**src/rtl/mmio_port.sv**
```systemverilog
// Memory-mapped board I/O responder: synchronizes and debounces KEY/SW, latches key-press
// edges, and drives the seven-segment digits and LEDs from CPU-writable registers.
module mmio_port #(
  parameter int unsigned DEBOUNCE_CYCLES = 4
) (
  input  logic        clock,
  input  logic        resetn,
  input  logic [7:0]  addr,
  input  logic        wen,
  input  logic        ren,
  input  logic [31:0] wdata,
  output logic [31:0] rdata,
  input  logic [3:0]  KEY,
  input  logic [9:0]  SW,
  output logic [6:0]  SEG0,
  output logic [6:0]  SEG1,
  output logic [6:0]  SEG2,
  output logic [6:0]  SEG3,
  output logic [6:0]  SEG4,
  output logic [6:0]  SEG5,
  output logic [9:0]  LED
);

  localparam int unsigned CW = (DEBOUNCE_CYCLES > 1) ? $clog2(DEBOUNCE_CYCLES) : 1;
  localparam logic [CW-1:0] CNT_LAST = CW'(DEBOUNCE_CYCLES - 1);

  typedef enum logic [5:0] {
    IDX_SW    = 6'd0,
    IDX_KEY   = 6'd1,
    IDX_EDGE  = 6'd2,
    IDX_LED   = 6'd3,
    IDX_HEX   = 6'd4,
    IDX_HEXEN = 6'd5
  } reg_idx_e;

  logic [3:0]    r_key_s1, r_key_s2, r_key_stable;
  logic [9:0]    r_sw_s1, r_sw_s2;
  logic [CW-1:0] r_cnt [4];
  logic [3:0]    r_edge;
  logic [9:0]    r_led;
  logic [23:0]   r_hex;
  logic [5:0]    r_hexen;

  reg_idx_e      w_idx;
  logic [3:0]    w_press;
  logic [3:0]    w_clr;
  logic [31:0]   w_rd;

  assign w_idx = reg_idx_e'(addr[7:2]);

  always_ff @(posedge clock or negedge resetn) begin
    if (!resetn) begin
      r_key_s1 <= '1;
      r_key_s2 <= '1;
      r_sw_s1  <= '0;
      r_sw_s2  <= '0;
    end else begin
      r_key_s1 <= KEY;
      r_key_s2 <= r_key_s1;
      r_sw_s1  <= SW;
      r_sw_s2  <= r_sw_s1;
    end
  end

  // The stable state flips on the sample that would bring the counter to DEBOUNCE_CYCLES.
  always_ff @(posedge clock or negedge resetn) begin
    if (!resetn) begin
      r_key_stable <= '1;
      for (int unsigned i = 0; i < 4; i++) r_cnt[i] <= '0;
    end else begin
      for (int unsigned i = 0; i < 4; i++) begin
        if (r_key_s2[i] == r_key_stable[i]) begin
          r_cnt[i] <= '0;
        end else if (r_cnt[i] == CNT_LAST) begin
          r_key_stable[i] <= r_key_s2[i];
          r_cnt[i]        <= '0;
        end else begin
          r_cnt[i] <= r_cnt[i] + 1'b1;
        end
      end
    end
  end

  always_comb begin
    w_press = '0;
    for (int unsigned i = 0; i < 4; i++)
      w_press[i] = r_key_stable[i] && !r_key_s2[i] && (r_cnt[i] == CNT_LAST);
  end

  assign w_clr = (wen && w_idx == IDX_EDGE) ? wdata[3:0] : 4'h0;

  always_ff @(posedge clock or negedge resetn) begin
    if (!resetn) begin
      r_edge  <= '0;
      r_led   <= '0;
      r_hex   <= '0;
      r_hexen <= '1;
    end else begin
      r_edge <= (r_edge & ~w_clr) | w_press;
      if (wen) begin
        case (w_idx)
          IDX_LED:   r_led   <= wdata[9:0];
          IDX_HEX:   r_hex   <= wdata[23:0];
          IDX_HEXEN: r_hexen <= wdata[5:0];
          default:   ;
        endcase
      end
    end
  end

  always_comb begin
    w_rd = '0;
    case (w_idx)
      IDX_SW:    w_rd[9:0]  = r_sw_s2;
      IDX_KEY:   w_rd[3:0]  = ~r_key_stable;
      IDX_EDGE:  w_rd[3:0]  = r_edge;
      IDX_LED:   w_rd[9:0]  = r_led;
      IDX_HEX:   w_rd[23:0] = r_hex;
      IDX_HEXEN: w_rd[5:0]  = r_hexen;
      default:   w_rd = '0;
    endcase
  end

  always_ff @(posedge clock or negedge resetn) begin
    if (!resetn)  rdata <= '0;
    else if (ren) rdata <= w_rd;
  end

  function automatic logic [6:0] seg_dec(input logic [3:0] n, input logic en);
    logic [6:0] s;
    case (n)
      4'h0: s = 7'h40; 4'h1: s = 7'h79; 4'h2: s = 7'h24; 4'h3: s = 7'h30;
      4'h4: s = 7'h19; 4'h5: s = 7'h12; 4'h6: s = 7'h02; 4'h7: s = 7'h78;
      4'h8: s = 7'h00; 4'h9: s = 7'h10; 4'hA: s = 7'h08; 4'hB: s = 7'h03;
      4'hC: s = 7'h46; 4'hD: s = 7'h21; 4'hE: s = 7'h06; default: s = 7'h0E;
    endcase
    return en ? s : 7'h7F;
  endfunction

  assign SEG0 = seg_dec(r_hex[3:0],   r_hexen[0]);
  assign SEG1 = seg_dec(r_hex[7:4],   r_hexen[1]);
  assign SEG2 = seg_dec(r_hex[11:8],  r_hexen[2]);
  assign SEG3 = seg_dec(r_hex[15:12], r_hexen[3]);
  assign SEG4 = seg_dec(r_hex[19:16], r_hexen[4]);
  assign SEG5 = seg_dec(r_hex[23:20], r_hexen[5]);
  assign LED  = r_led;

endmodule
```
**config.mk**
```make
export PLATFORM = sky130hd
export DESIGN_NAME = mmio_port
export DESIGN_NICKNAME = d
export VERILOG_FILES = /design/src/rtl/mmio_port.sv
export SDC_FILE = /design/constraint.sdc
export NUM_CORES = 1
export LEC_CHECK = 0
export ABC_CLOCK_PERIOD_IN_PS = 1900
export CAP_MARGIN = 10
export CORE_MARGIN = 5
export CORE_UTILIZATION = 45
export DETAILED_ROUTE_END_ITERATION = 6
export MAX_ROUTING_LAYER = met4
export PLACE_DENSITY = 0.75
export SLEW_MARGIN = 10
export SYNTH_ARGS = -nofsm -noshare
export SYNTH_HDL_FRONTEND = slang
export SYNTH_SLANG_ARGS = --single-unit
```
**constraint.sdc**
```tcl
create_clock -name clock -period 1.9 [get_ports clock]
set_input_delay 0.57 -clock clock [delete_from_list [all_inputs] [get_ports clock]]
set_output_delay 0.57 -clock clock [all_outputs]
set_load 0.03 [all_outputs]
```
Word-level counts from Yosys, hierarchy flattened:

Memory sizes are Yosys's and may differ from the RTL's.
Index checks and enable logic that the tools add are counted.

* bits in registers: 108
* ROM bits: 672
* bits of input ports: 58
* output and inout port bits: 84
* word-level logic and storage cells: 88
* memories: 6

Memories
* (no name shown): words 16, bits a word 7, read ports 1, clocked after memory_dff 0, wr ports 0, line 131 `case (n)`
* (no name shown): words 16, bits a word 7, read ports 1, clocked after memory_dff 0, wr ports 0, line 131
* (no name shown): words 16, bits a word 7, read ports 1, clocked after memory_dff 0, wr ports 0, line 131
* (no name shown): words 16, bits a word 7, read ports 1, clocked after memory_dff 0, wr ports 0, line 131
* (no name shown): words 16, bits a word 7, read ports 1, clocked after memory_dff 0, wr ports 0, line 131
* (no name shown): words 16, bits a word 7, read ports 1, clocked after memory_dff 0, wr ports 0, line 131

* add/sub/neg operators: 4
* equal/unequal tests: 13
* mux-type cells: 19
* bitwise operators: 8
* reduce and logical (&&, ||, !) cells: 21

Operators by type and width (number)
* 7-bit 2-to-1 mux: 6
* 4-bit one-hot mux with 6 select lines: 1
* 2-bit 2-to-1 mux: 8
* 14-bit 2-to-1 mux: 1
* 2-bit AND reduction: 7
* 6-bit by 2-bit equality test with 1-bit output (second input constant): 2
* 6-bit by 3-bit equality test with 1-bit output (second input constant): 2
* 4-bit one-hot mux with 3 select lines: 1
* 1-bit logical AND: 9
* 2-bit by 1-bit adder with 2-bit output (second input constant): 4
* 2-bit equality test (second input constant): 4
* 4-bit inverter: 2
* 2-bit one-hot mux with 4 select lines: 1
* 6-bit by 1-bit equality test with 1-bit output (second input constant): 1
* 6-bit zero test: 1
* 4-bit bitwise AND: 1
* 1-bit equality test: 4
* 1-bit zero test: 4
* 4-bit 2-to-1 mux: 1
* 1-bit inverter: 4
* 4-bit OR: 1

Longest topological paths before layout:

Gate-level depths: netlist of the first run.

* word-level depth: 6
* gate-level depth with buffers: 6
* mapped depth without buffers: 6

Least setup slack after synthesis of the first run:

OpenSTA, ideal clock, no wires.

* kind: flip-flop to output port
* from: register r_hex[21]
* to: output port SEG5[3]
* data arrival time: 1990 ps
* data required time: 1330 ps
* setup slack: -660 ps
* cell stages (with the launch flop): 5
* buffers on the path: 0
* cells stage by stage: dfrtp_1 -> inv_1 -> ha_1 -> nor2_1 -> o311ai_0

* longest elaborated chain between the ends: 2

RTL lines
* from (decl): line 41 `logic [23:0] r_hex;`
* from (signal assigned): line 103 `IDX_HEX: r_hex <= wdata[23:0];`
* memory 16 x 7 bit
* 7-bit 2-to-1 mux: line 137 `return en ? s : 7'h7F;`
* to (decl): line 20 `output logic [6:0] SEG5,`

Every way passes these cells.

Worst setup path in the final report of the first run:

* from: register r_hex[0]
* to: output port SEG0[0]

* longest elaborated chain between the ends: 2

RTL lines
* memory 16 x 7 bit
* 7-bit 2-to-1 mux: line 137
* to (decl): line 15 `output logic [6:0] SEG0,`

Every way passes these cells.

==> summary.txt, run 1 <==
Outcome
  • Status: complete, but fails checks
  • Failing checks: setup timing

Floorplan
  • I/O Pins: 142
  • Die Wd: 125 microns
  • Die Ht: 125 microns
  • Die ar.: 15600 sq um
  • Core area: 13100 sq um
  • Row count: 42
  • Initial Util: 45.4%

Yosys
  • Synth area leaders: dfrtp_1, ha_1, dfstp_2, mux2_2, mux2_4
  • Main flop type after synthesis: dfrtp_1
  • Cells after synthesis: 531
  • Synthesis Warnings: 0
  • Asr flop ratio synth: 100%
  • Synth top area share: 38.0%
  • Mapped cell area: 5930 sq um
  • Netlist cell types: 50
  • Leading area contributor after synthesis: dfrtp_1
  • FF+latch count, synth: 108
  • Post-synthesis sequential area ratio: 45.9%
  • Synth Area per Inst: 11.2 sq um
  • Post-synth EDFFs: 0

Global routing
  • Vias in the first global route: 5154
  • Largest net degree at the start of global routing: 36
  • Initial antenna violation count: 0
  • Total congestion overflow: 0
  • Total GRT Usage: 21.8%
  • First-pass GRT wire length: 26800 microns

Detailed routing
  • Vias: 4877
  • Starting DRT DRC Count: 249
  • DR pass1 iterations: 5
  • DRT antenna net count: 0
  • DRC: 0
  • Final WL: 17200 microns
  • Drt wl/cell: 19.1 microns
  • Vias per cell: 5.41

Clocking
  • Max clock buf depth: 2
  • Clock root cell: clkbuf_16
  • Skew-Pair Late Insertion Delay: 0.35 ns
  • CTS H-tree depth: 3
  • Number of buffers inserted by hold repair at cts: 0
  • Register clock-pin slew on the reported worst setup and hold paths: 0.07 ns
  • CTS Buf Count: 9
  • Num Clock Sinks: 108
  • CTS tree: built

Power
  • Net Sw Frac: 34.2%
  • Leak: 3.88 nW
  • Psw: 2.59 mW
  • Worst vdd ir: 585 uV
  • Seq pwr share: 39.8%
  • PD cells: 849 nW/um^2
  • Int Pwr: 4.99 mW
  • Combinational share of power: 35.0%
  • Clock power frac: 25.3%

Timing
  • Setup ws final: -0.411 ns
  • Final Cycle Share: 122%
  • Unrepaired setup endpoints after global routing: true
  • Setup TNS: -11.85 ns
  • Count of final setup violators: 42
  • Final Hold Fails: 0
  • Worst clock skew: 0.00644 ns
  • Fin. max-slew vios: 0
  • FMAX: 433 MHz
  • Final min period: 2.31 ns

Critical path
  • Worst path arrival time: 1.74 ns
  • Crit end category: primary output
  • Setup crit start kind: flip-flop
  • Setup CP Type: flip-flop to primary output
  • Critical R2R Launch: r_hex[8]
  • WP data required: 1.33 ns
  • Crit-path max FO: 4
  • Worst Setup SP: r_hex[0]

Run
  • Maxcap violations: 0

Placed design
  • Final GP Congestion: 0.823
  • Detailed placer's ending HPWL: 11600 microns
  • Dpl ws: -0.568 ns
  • Placed instance area: 7790 sq um
  • Post-Place Cells: 853
  • I/O Buffers: 123

Layout
  • Most frequent cells in the layout: buf_4, dfrtp_1, clkdlybuf4s50_1, o211ai_1, dlygate4sd2_1
  • Diodes inserted: 0
  • Commonest non-fill, non-tap cell in the layout: buf_4
  • Layout cells sized above 1: 47.0%
  • Core Util, Final: 68.3%
  • Nets: 823
  • Area grow syn2layout: 50.5%
  • Non-filler cells, final: 902
  • Final instance area: 8930 sq um

Min path
  • Class of the worst hold path: input port to async pin
through the flow:
stage | hold WS (ns) | power [mW]
finish | 0.146 | 7.59
global route | 0.172 | 7.96
CTS | 0.149 | 7.44
detailed placement | 0.336 | 5.20
global placement | 0.333 | 5.09
floorplan | 0.274 | 4.32
cells by family (layout without fill, tap and decap cells):
| family | count (synthesis) | after routing | share of synthesized area, % |
|---|---|---|---|
| fa+ha+maj | 44 | 44 | 9.28 |
| buf+inv | 70 | 258 | 5.86 |
| other cells | 1 | 8 | 0.0632 |
| simple gates | 119 | 119 | 10.4 |
| flops | 108 | 108 | 45.9 |
| compound gates | 128 | 128 | 15.7 |
| mux | 61 | 61 | 12.8 |
synth_stat cells (3+ instances only):
library cell	instances
o211ai_1	37
a22o_1	18
a22oi_1	5
nand2_1	42
nor3_1	7
a21oi_1	9
nand3_1	13
nor2b_1	15
buf_4	9
o21ai_0	21
clkbuf_1	20
buf_1	5
o31a_1	3
mux2_4	20
inv_1	27
o221ai_1	3
o311ai_0	5
nor2_1	13
dfrtp_1	90
dfstp_2	18
o2bb2ai_1	7
mux2i_1	11
nand2b_1	13
o21a_1	8
nand3b_1	4
ha_1	44
mux2_2	29
o31ai_1	4
buf_2	6
path summary, 6_finish.rpt:
check	end	slack, ns	cells past startpoint
setup / recovery	SEG0[0]	-0.41	6
hold / removal	r_cnt[4]	0.15	1
min in group clock	r_sw_s2[1]	0.35	0
hold reg to reg	r_sw_s2[1]	0.35	0
max in group asynchronous	r_key_stable[3]	1.16	2
setup reg to reg	rdata[8]	0.38	6
state kept, by name, indices dropped and copies added, names as in the netlist, 6 cells and up:
register,flops
r_hex,24
rdata,24
LED,10
r_sw_s1,10
r_sw_s2,10
r_cnt,8
r_hexen,6
layout make-up:
class	count	area, sq um
clock buffers	10	229
clock inverters	6	70.1
fillers	941	4150
inverters	27	134
multi-input cells	360	3530
flip-flops and latches	108	2750
well taps	176	220
repair buffers	215	1990
repair_timing:
action                                  4_1_cts  5_1_grt
endpoints found under the setup margin      128       78
buffers inserted                             26        5
pin swaps                                    44       26
gates resized for setup                     139       48
cloned                                        0        2
per-layer routing:
metal	up-vias	routed length, microns	global-route usage, %
met5	-	0	-
met4	0	249	7.08
met3	24	838	3.73
met2	154	8810	36.2
met1	2431	7350	27.4
li1	2268	-	-
power groups by stage:
stage / clock network [mW] / registers [mW] / logic (mW)
2_1_floorplan: 0 / 2.93 / 1.39
3_3_place_gp: 0 / 2.98 / 2.10
3_5_place_dp: 0 / 3.01 / 2.19
4_1_cts: 1.95 / 2.99 / 2.49
5_1_grt: 2.04 / 3.06 / 2.86
6_report: 1.92 / 3.02 / 2.65
worst max-delay path, stage by stage (launching register included):
cell and delay [ns]:
dfrtp_2 0.43, inv_2 0.08, buf_6 0.13, ha_4 0.16
o211ai_1 0.21, o311ai_1 0.18, buf_4 0.21
Power figures use the tool's default switching activity.
==> run 2, diff against run 1 <==
--- a/config.mk
+++ b/config.mk
@@ -16,3 +16,4 @@
 export SYNTH_ARGS = -nofsm -noshare
 export SYNTH_HDL_FRONTEND = slang
 export SYNTH_SLANG_ARGS = --single-unit
+export TNS_END_PERCENT = 1
==> run 2 against run 1 <==
Against the previous run: the flow still finishes with violations (setup timing); clock skew up 0.0051 ns; utilization decreased by 3.9 points; cell area fell by 5.8%; wire length decreased by 13%; critical path type unchanged.
==> summary.txt, run 2 (same netlist as run 1, synthesis figures left out) <==
Run
  • Maxcap violations: 0

Floorplan
  • Die ar.: 15600 sq um
  • Initial Util: 45.4%
  • I/O Pins: 142
  • Die Ht: 125 microns
  • Die Wd: 125 microns
  • Core area: 13100 sq um
  • Row count: 42

Timing
  • Worst clock skew: 0.0116 ns
  • Unrepaired setup endpoints after global routing: true
  • Fin. max-slew vios: 0
  • Final Hold Fails: 0
  • Final Cycle Share: 120%
  • Count of final setup violators: 42
  • Hold Slack: 0.0366 ns
  • FMAX: 439 MHz
  • Final min period: 2.28 ns
  • Setup ws final: -0.378 ns

Layout
  • Non-filler cells, final: 889
  • Layout cells sized above 1: 40.3%
  • Commonest non-fill, non-tap cell in the layout: buf_4
  • Biggest regs: r_hex (24), rdata (24)
  • Register Area: 2740 sq um
  • Area grow syn2layout: 41.8%
  • Nets: 809
  • Final instance area: 8420 sq um
  • Most frequent cells in the layout: buf_4, dfrtp_1, clkdlybuf4s50_1, o211ai_1, dlygate4sd2_1
  • Multi-input gate area: 3250 sq um
  • Fillers: 1006

Outcome
  • Failing checks: setup timing
  • Status: complete, but fails checks

Clocking
  • CTS tree: built
  • CTS H-tree depth: 3
  • Clock root cell: clkbuf_16
  • Num Clock Sinks: 108
  • Skew-Pair Late Insertion Delay: 0.36 ns
  • Max clock buf depth: 2
  • CTS Buf Count: 9
  • Register clock-pin slew on the reported worst setup and hold paths: 0.08 ns

Min path
  • Class of the worst hold path: input port to async pin

Placed design
  • Final GP Congestion: 0.879
  • Post-Place Cells: 859
  • I/O Buffers: 123
  • Dpl ws: -0.562 ns
  • Placed instance area: 7640 sq um
  • Detailed placer's ending HPWL: 11000 microns

Critical path
  • Critical-path top delay cell: dfrtp_1
  • Crit-path max FO: 3
  • Crit end category: primary output
  • WP data required: 1.33 ns
  • Crit-path cells: buf_4 > buf_6 > ha_4 > o211ai_1 > o211ai_1 > buf_4
  • Setup crit start kind: flip-flop
  • WP buf/inv: 3
  • Max incr delay on CP: 0.42 ns
  • Setup CP Type: flip-flop to primary output
  • Worst path arrival time: 1.71 ns
  • CP delay by family, top: buffers and inverters

Global routing
  • Total GRT Usage: 19.2%
  • Largest net degree at the start of global routing: 57
  • Total congestion overflow: 0
  • Met1 GRT Util: 23.8%
  • Vias in the first global route: 4723
  • First-pass GRT wire length: 23800 microns
  • Most used routing layer: met2
  • Met3 Use GR: 5.53%
  • Met2 global-route usage: 31.1%
  • Initial antenna violation count: 1

Power
  • PD cells: 849 nW/um^2
  • Worst vdd ir: 491 uV
  • Final Power: 7.14 mW
  • Leak: 3.75 nW

Detailed routing
  • DR pass1 iterations: 5
  • Vias: 4722
  • Drt wl/cell: 16.9 microns
  • Vias per cell: 5.31
  • Starting DRT DRC Count: 271
  • Final WL: 15000 microns
  • DRT antenna net count: 0
  • DRC: 0
-- run 2: layer usage --
metal	vias up	share of wire, %
met5	-	0
met4	0	1.4
met3	19	5.3
met2	124	50
met1	2331	43
li1	2248	-
-- run 2: metrics by stage --
step           TNS [ns]  utilization (%)
2_1_floorplan     -7.36                -
3_3_place_gp     -28.70             58.4
3_5_place_dp     -30.86             58.4
4_1_cts          -12.60             61.8
5_1_grt          -15.43             64.3
6_report         -11.91             64.3
-- run 2: layout make-up --
cell class / instances / area share, %
multi-input cells: 360 / 38.6
diodes: 1 / 0.0297
clock inverters: 7 / 0.758
flip-flops and latches: 108 / 32.6
repair buffers: 201 / 21.4
well taps: 176 / 2.62
inverters: 27 / 1.35
clock buffers: 9 / 2.68
-- run 2: timing repair --
| action | 4_1_cts | 5_1_grt |
|---|---|---|
| endpoints found under the setup margin | 128 | 67 |
| hold buffers | 0 | 0 |
| pin swaps | 9 | 21 |
| buffers inserted | 6 | 7 |
| resized for setup | 95 | 64 |
-- run 2: where the power goes --
part | internal [mW] | leakage (nW) | switching, mW
Sequential | 2.64 | 1.34 | 0.348
Combinational | 1.14 | 2.27 | 1.19
Clock | 0.924 | 0.142 | 0.900
Total | 4.71 | 3.75 | 2.44
-- run 2: path summary, 6_finish.rpt --
kind / startpoint / endpoint / slack [ns] / cells after the start
min reg2reg: r_sw_s1[7] / r_sw_s2[7] / 0.35 / 0
max reg2reg: r_hex[8] / rdata[8] / 0.49 / 6
max: r_hex[8] / SEG2[0] / -0.38 / 6
min in group clock: r_sw_s1[7] / r_sw_s2[7] / 0.35 / 0
max in group asynchronous: resetn / r_hexen[2] / 1.30 / 2
min: resetn / rdata[18] / 0.04 / 1
==> run 3, diff against run 2 <==
--- a/config.mk
+++ b/config.mk
@@ -11,7 +11,8 @@
 export CORE_UTILIZATION = 45
 export DETAILED_ROUTE_END_ITERATION = 6
 export MAX_ROUTING_LAYER = met4
-export PLACE_DENSITY = 0.75
+export PLACE_DENSITY = 0.84
+export REMOVE_ABC_BUFFERS = 1
 export SLEW_MARGIN = 10
 export SYNTH_ARGS = -nofsm -noshare
 export SYNTH_HDL_FRONTEND = slang
==> run 3 against run 2 <==
Against the previous run: the flow still finishes with violations (setup timing); via count is essentially flat; utilization decreased by 2.0 points; sequential share of layout area grew 0.99 points; clock skew shrank 0.0054 ns; register-to-register slack got worse by 0.08 ns; combinational power is 5% lower; sequential power is essentially flat; wire length up 0.80%; flip-flop and latch count unchanged; critical path type unchanged; fmax decreased by 0.33%; hold slack gained 0.070 ns.
==> summary.txt, run 3 (same netlist as run 1, synthesis figures left out) <==
Detailed routing
  • DR pass1 iterations: 4
  • Vias: 4724
  • Final WL: 15200 microns
  • Starting DRT DRC Count: 223
  • Vias per cell: 5.35
  • Drt wl/cell: 17.2 microns
  • DRC: 0
  • DRT antenna net count: 0

Timing
  • Final Hold Fails: 0
  • Setup ws final: -0.385 ns
  • Final Cycle Share: 120%
  • Fin. max-slew vios: 0
  • Count of final setup violators: 43
  • FMAX: 438 MHz
  • Final min period: 2.29 ns
  • Setup TNS: -11.67 ns
  • Worst clock skew: 0.00617 ns
  • Unrepaired setup endpoints after global routing: true

Critical path
  • WP depth: 6
  • WP buf/inv: 2
  • WP data required: 1.33 ns
  • Worst Setup SP: r_hex[1]
  • Crit end category: primary output
  • Worst R2R Setup Slack: 0.41 ns
  • Setup crit start kind: flip-flop
  • Reg2Reg Capture Point: rdata[4]
  • Critical-path top delay cell: dfrtp_1
  • Crit-path max FO: 4
  • Setup CP Type: flip-flop to primary output
  • Crit-path cells: inv_2 > ha_4 > nand2b_1 > a21boi_1 > o211ai_1 > buf_4
  • CP delay by family, top: flip-flops
  • Max incr delay on CP: 0.42 ns
  • Critical R2R Launch: r_hex[4]
  • R2r worst-path depth: 6
  • Worst path arrival time: 1.72 ns
  • Crit path to: SEG0[1]

Layout
  • Layout cells sized above 1: 36.4%
  • Area grow syn2layout: 37.4%
  • Final instance area: 8160 sq um
  • Commonest non-fill, non-tap cell in the layout: buf_4
  • Nets: 804
  • Non-filler cells, final: 883
  • Diodes inserted: 0
  • Most frequent cells in the layout: buf_4, dfrtp_1, clkdlybuf4s50_1, dlygate4sd2_1, o211ai_1
  • Biggest regs: r_hex (24), rdata (24)

Floorplan
  • Core area: 13100 sq um
  • Die Ht: 125 microns
  • Die Wd: 125 microns
  • Initial Util: 45.4%
  • I/O Pins: 142
  • Die ar.: 15600 sq um
  • Row count: 42

Power
  • Final Power: 7.19 mW
  • Worst vdd ir: 425 uV
  • Seq pwr share: 41.3%
  • Clock power frac: 27.8%
  • Int Pwr: 4.86 mW
  • Combinational share of power: 30.9%
  • Psw: 2.33 mW
  • Net Sw Frac: 32.4%
  • Leak: 3.66 nW
  • PD cells: 881 nW/um^2

Placed design
  • Detailed placer's ending HPWL: 11400 microns
  • Dpl ws: -0.571 ns
  • Final GP Congestion: 0.896
  • I/O Buffers: 123
  • Placed instance area: 7590 sq um
  • Post-Place Cells: 857

Clocking
  • Register clock-pin slew on the reported worst setup and hold paths: 0.07 ns
  • CTS Buf Count: 9
  • CTS H-tree depth: 3
  • Number of buffers inserted by hold repair at cts: 0
  • CTS tree: built
  • Max clock buf depth: 2
  • Clock root cell: clkbuf_16
  • Skew-Pair Late Insertion Delay: 0.34 ns
  • Num Clock Sinks: 108

Outcome
  • Status: complete, but fails checks
  • Failing checks: setup timing

Global routing
  • Largest net degree at the start of global routing: 48
  • Total congestion overflow: 0
  • First-pass GRT wire length: 25100 microns
  • Total GRT Usage: 19.9%
  • Vias in the first global route: 5081
  • Initial antenna violation count: 0

Min path
  • Class of the worst hold path: input port to async pin

Run
  • Maxcap violations: 0
## run 3: what timing repair did
item                       CTS  global route
setup endpoints to repair  141            47
pin swaps                    9             4
resized for setup          101            17
setup buffers                9             1
## run 3: per-stage QoR
stage          utilization (%)  hold slack [ns]
2_1_floorplan                -            0.274
3_3_place_gp              58.0            0.336
3_5_place_dp              58.0            0.338
4_1_cts                   61.9            0.102
5_1_grt                   62.3            0.115
6_report                  62.3            0.107
## run 3: worst register-to-register path: cells and delay by family (launching register included)
family	cells	cell delay, ns
flip-flops	1	0.43
multiplexers	1	0.25
AO/OA/AOI/OAI	3	0.41
buffers and inverters	2	0.29
## run 3: final cells by class
type / instances / area (sq um)
flip-flops and latches: 108 / 2740
clock inverters: 7 / 97.6
repair buffers: 196 / 1720
inverters: 27 / 104
clock buffers: 9 / 225
fillers: 1020 / 4930
multi-input cells: 360 / 3050
well taps: 176 / 220
## run 3: power groups by stage
stage	combinational, mW	clock (mW)	sequential (mW)
after floorplan	1.13	0	3.00
after global placement	1.98	0	2.95
after detailed placement	2.09	0	2.98
after CTS	2.19	2.03	2.95
after global routing	2.43	2.14	3.01
final	2.22	2.00	2.97
## run 3: layer usage
| metal | part of all wire [%] | up-vias | GRT usage (%) |
|---|---|---|---|
| met3 | 5.0 | 22 | 3.90 |
| li1 | - | 2225 | - |
| met1 | 42 | 2325 | 23.8 |
| met5 | 0 | - | - |
| met2 | 51 | 152 | 34.0 |
| met4 | 1.6 | 0 | 6.51 |
## run 3: how the worst min path moves through the flow
stage / start / endpoint / slack (ns) / cells past startpoint
finish: resetn / r_cnt[7] / 0.11 / 1
floorplan: resetn / LED[0] / 0.27 / 0
global placement: r_sw_s1[1] / r_sw_s2[1] / 0.34 / 0
CTS: resetn / r_cnt[7] / 0.10 / 1
global route: resetn / r_cnt[6] / 0.11 / 1
detailed placement: r_sw_s1[1] / r_sw_s2[1] / 0.34 / 0
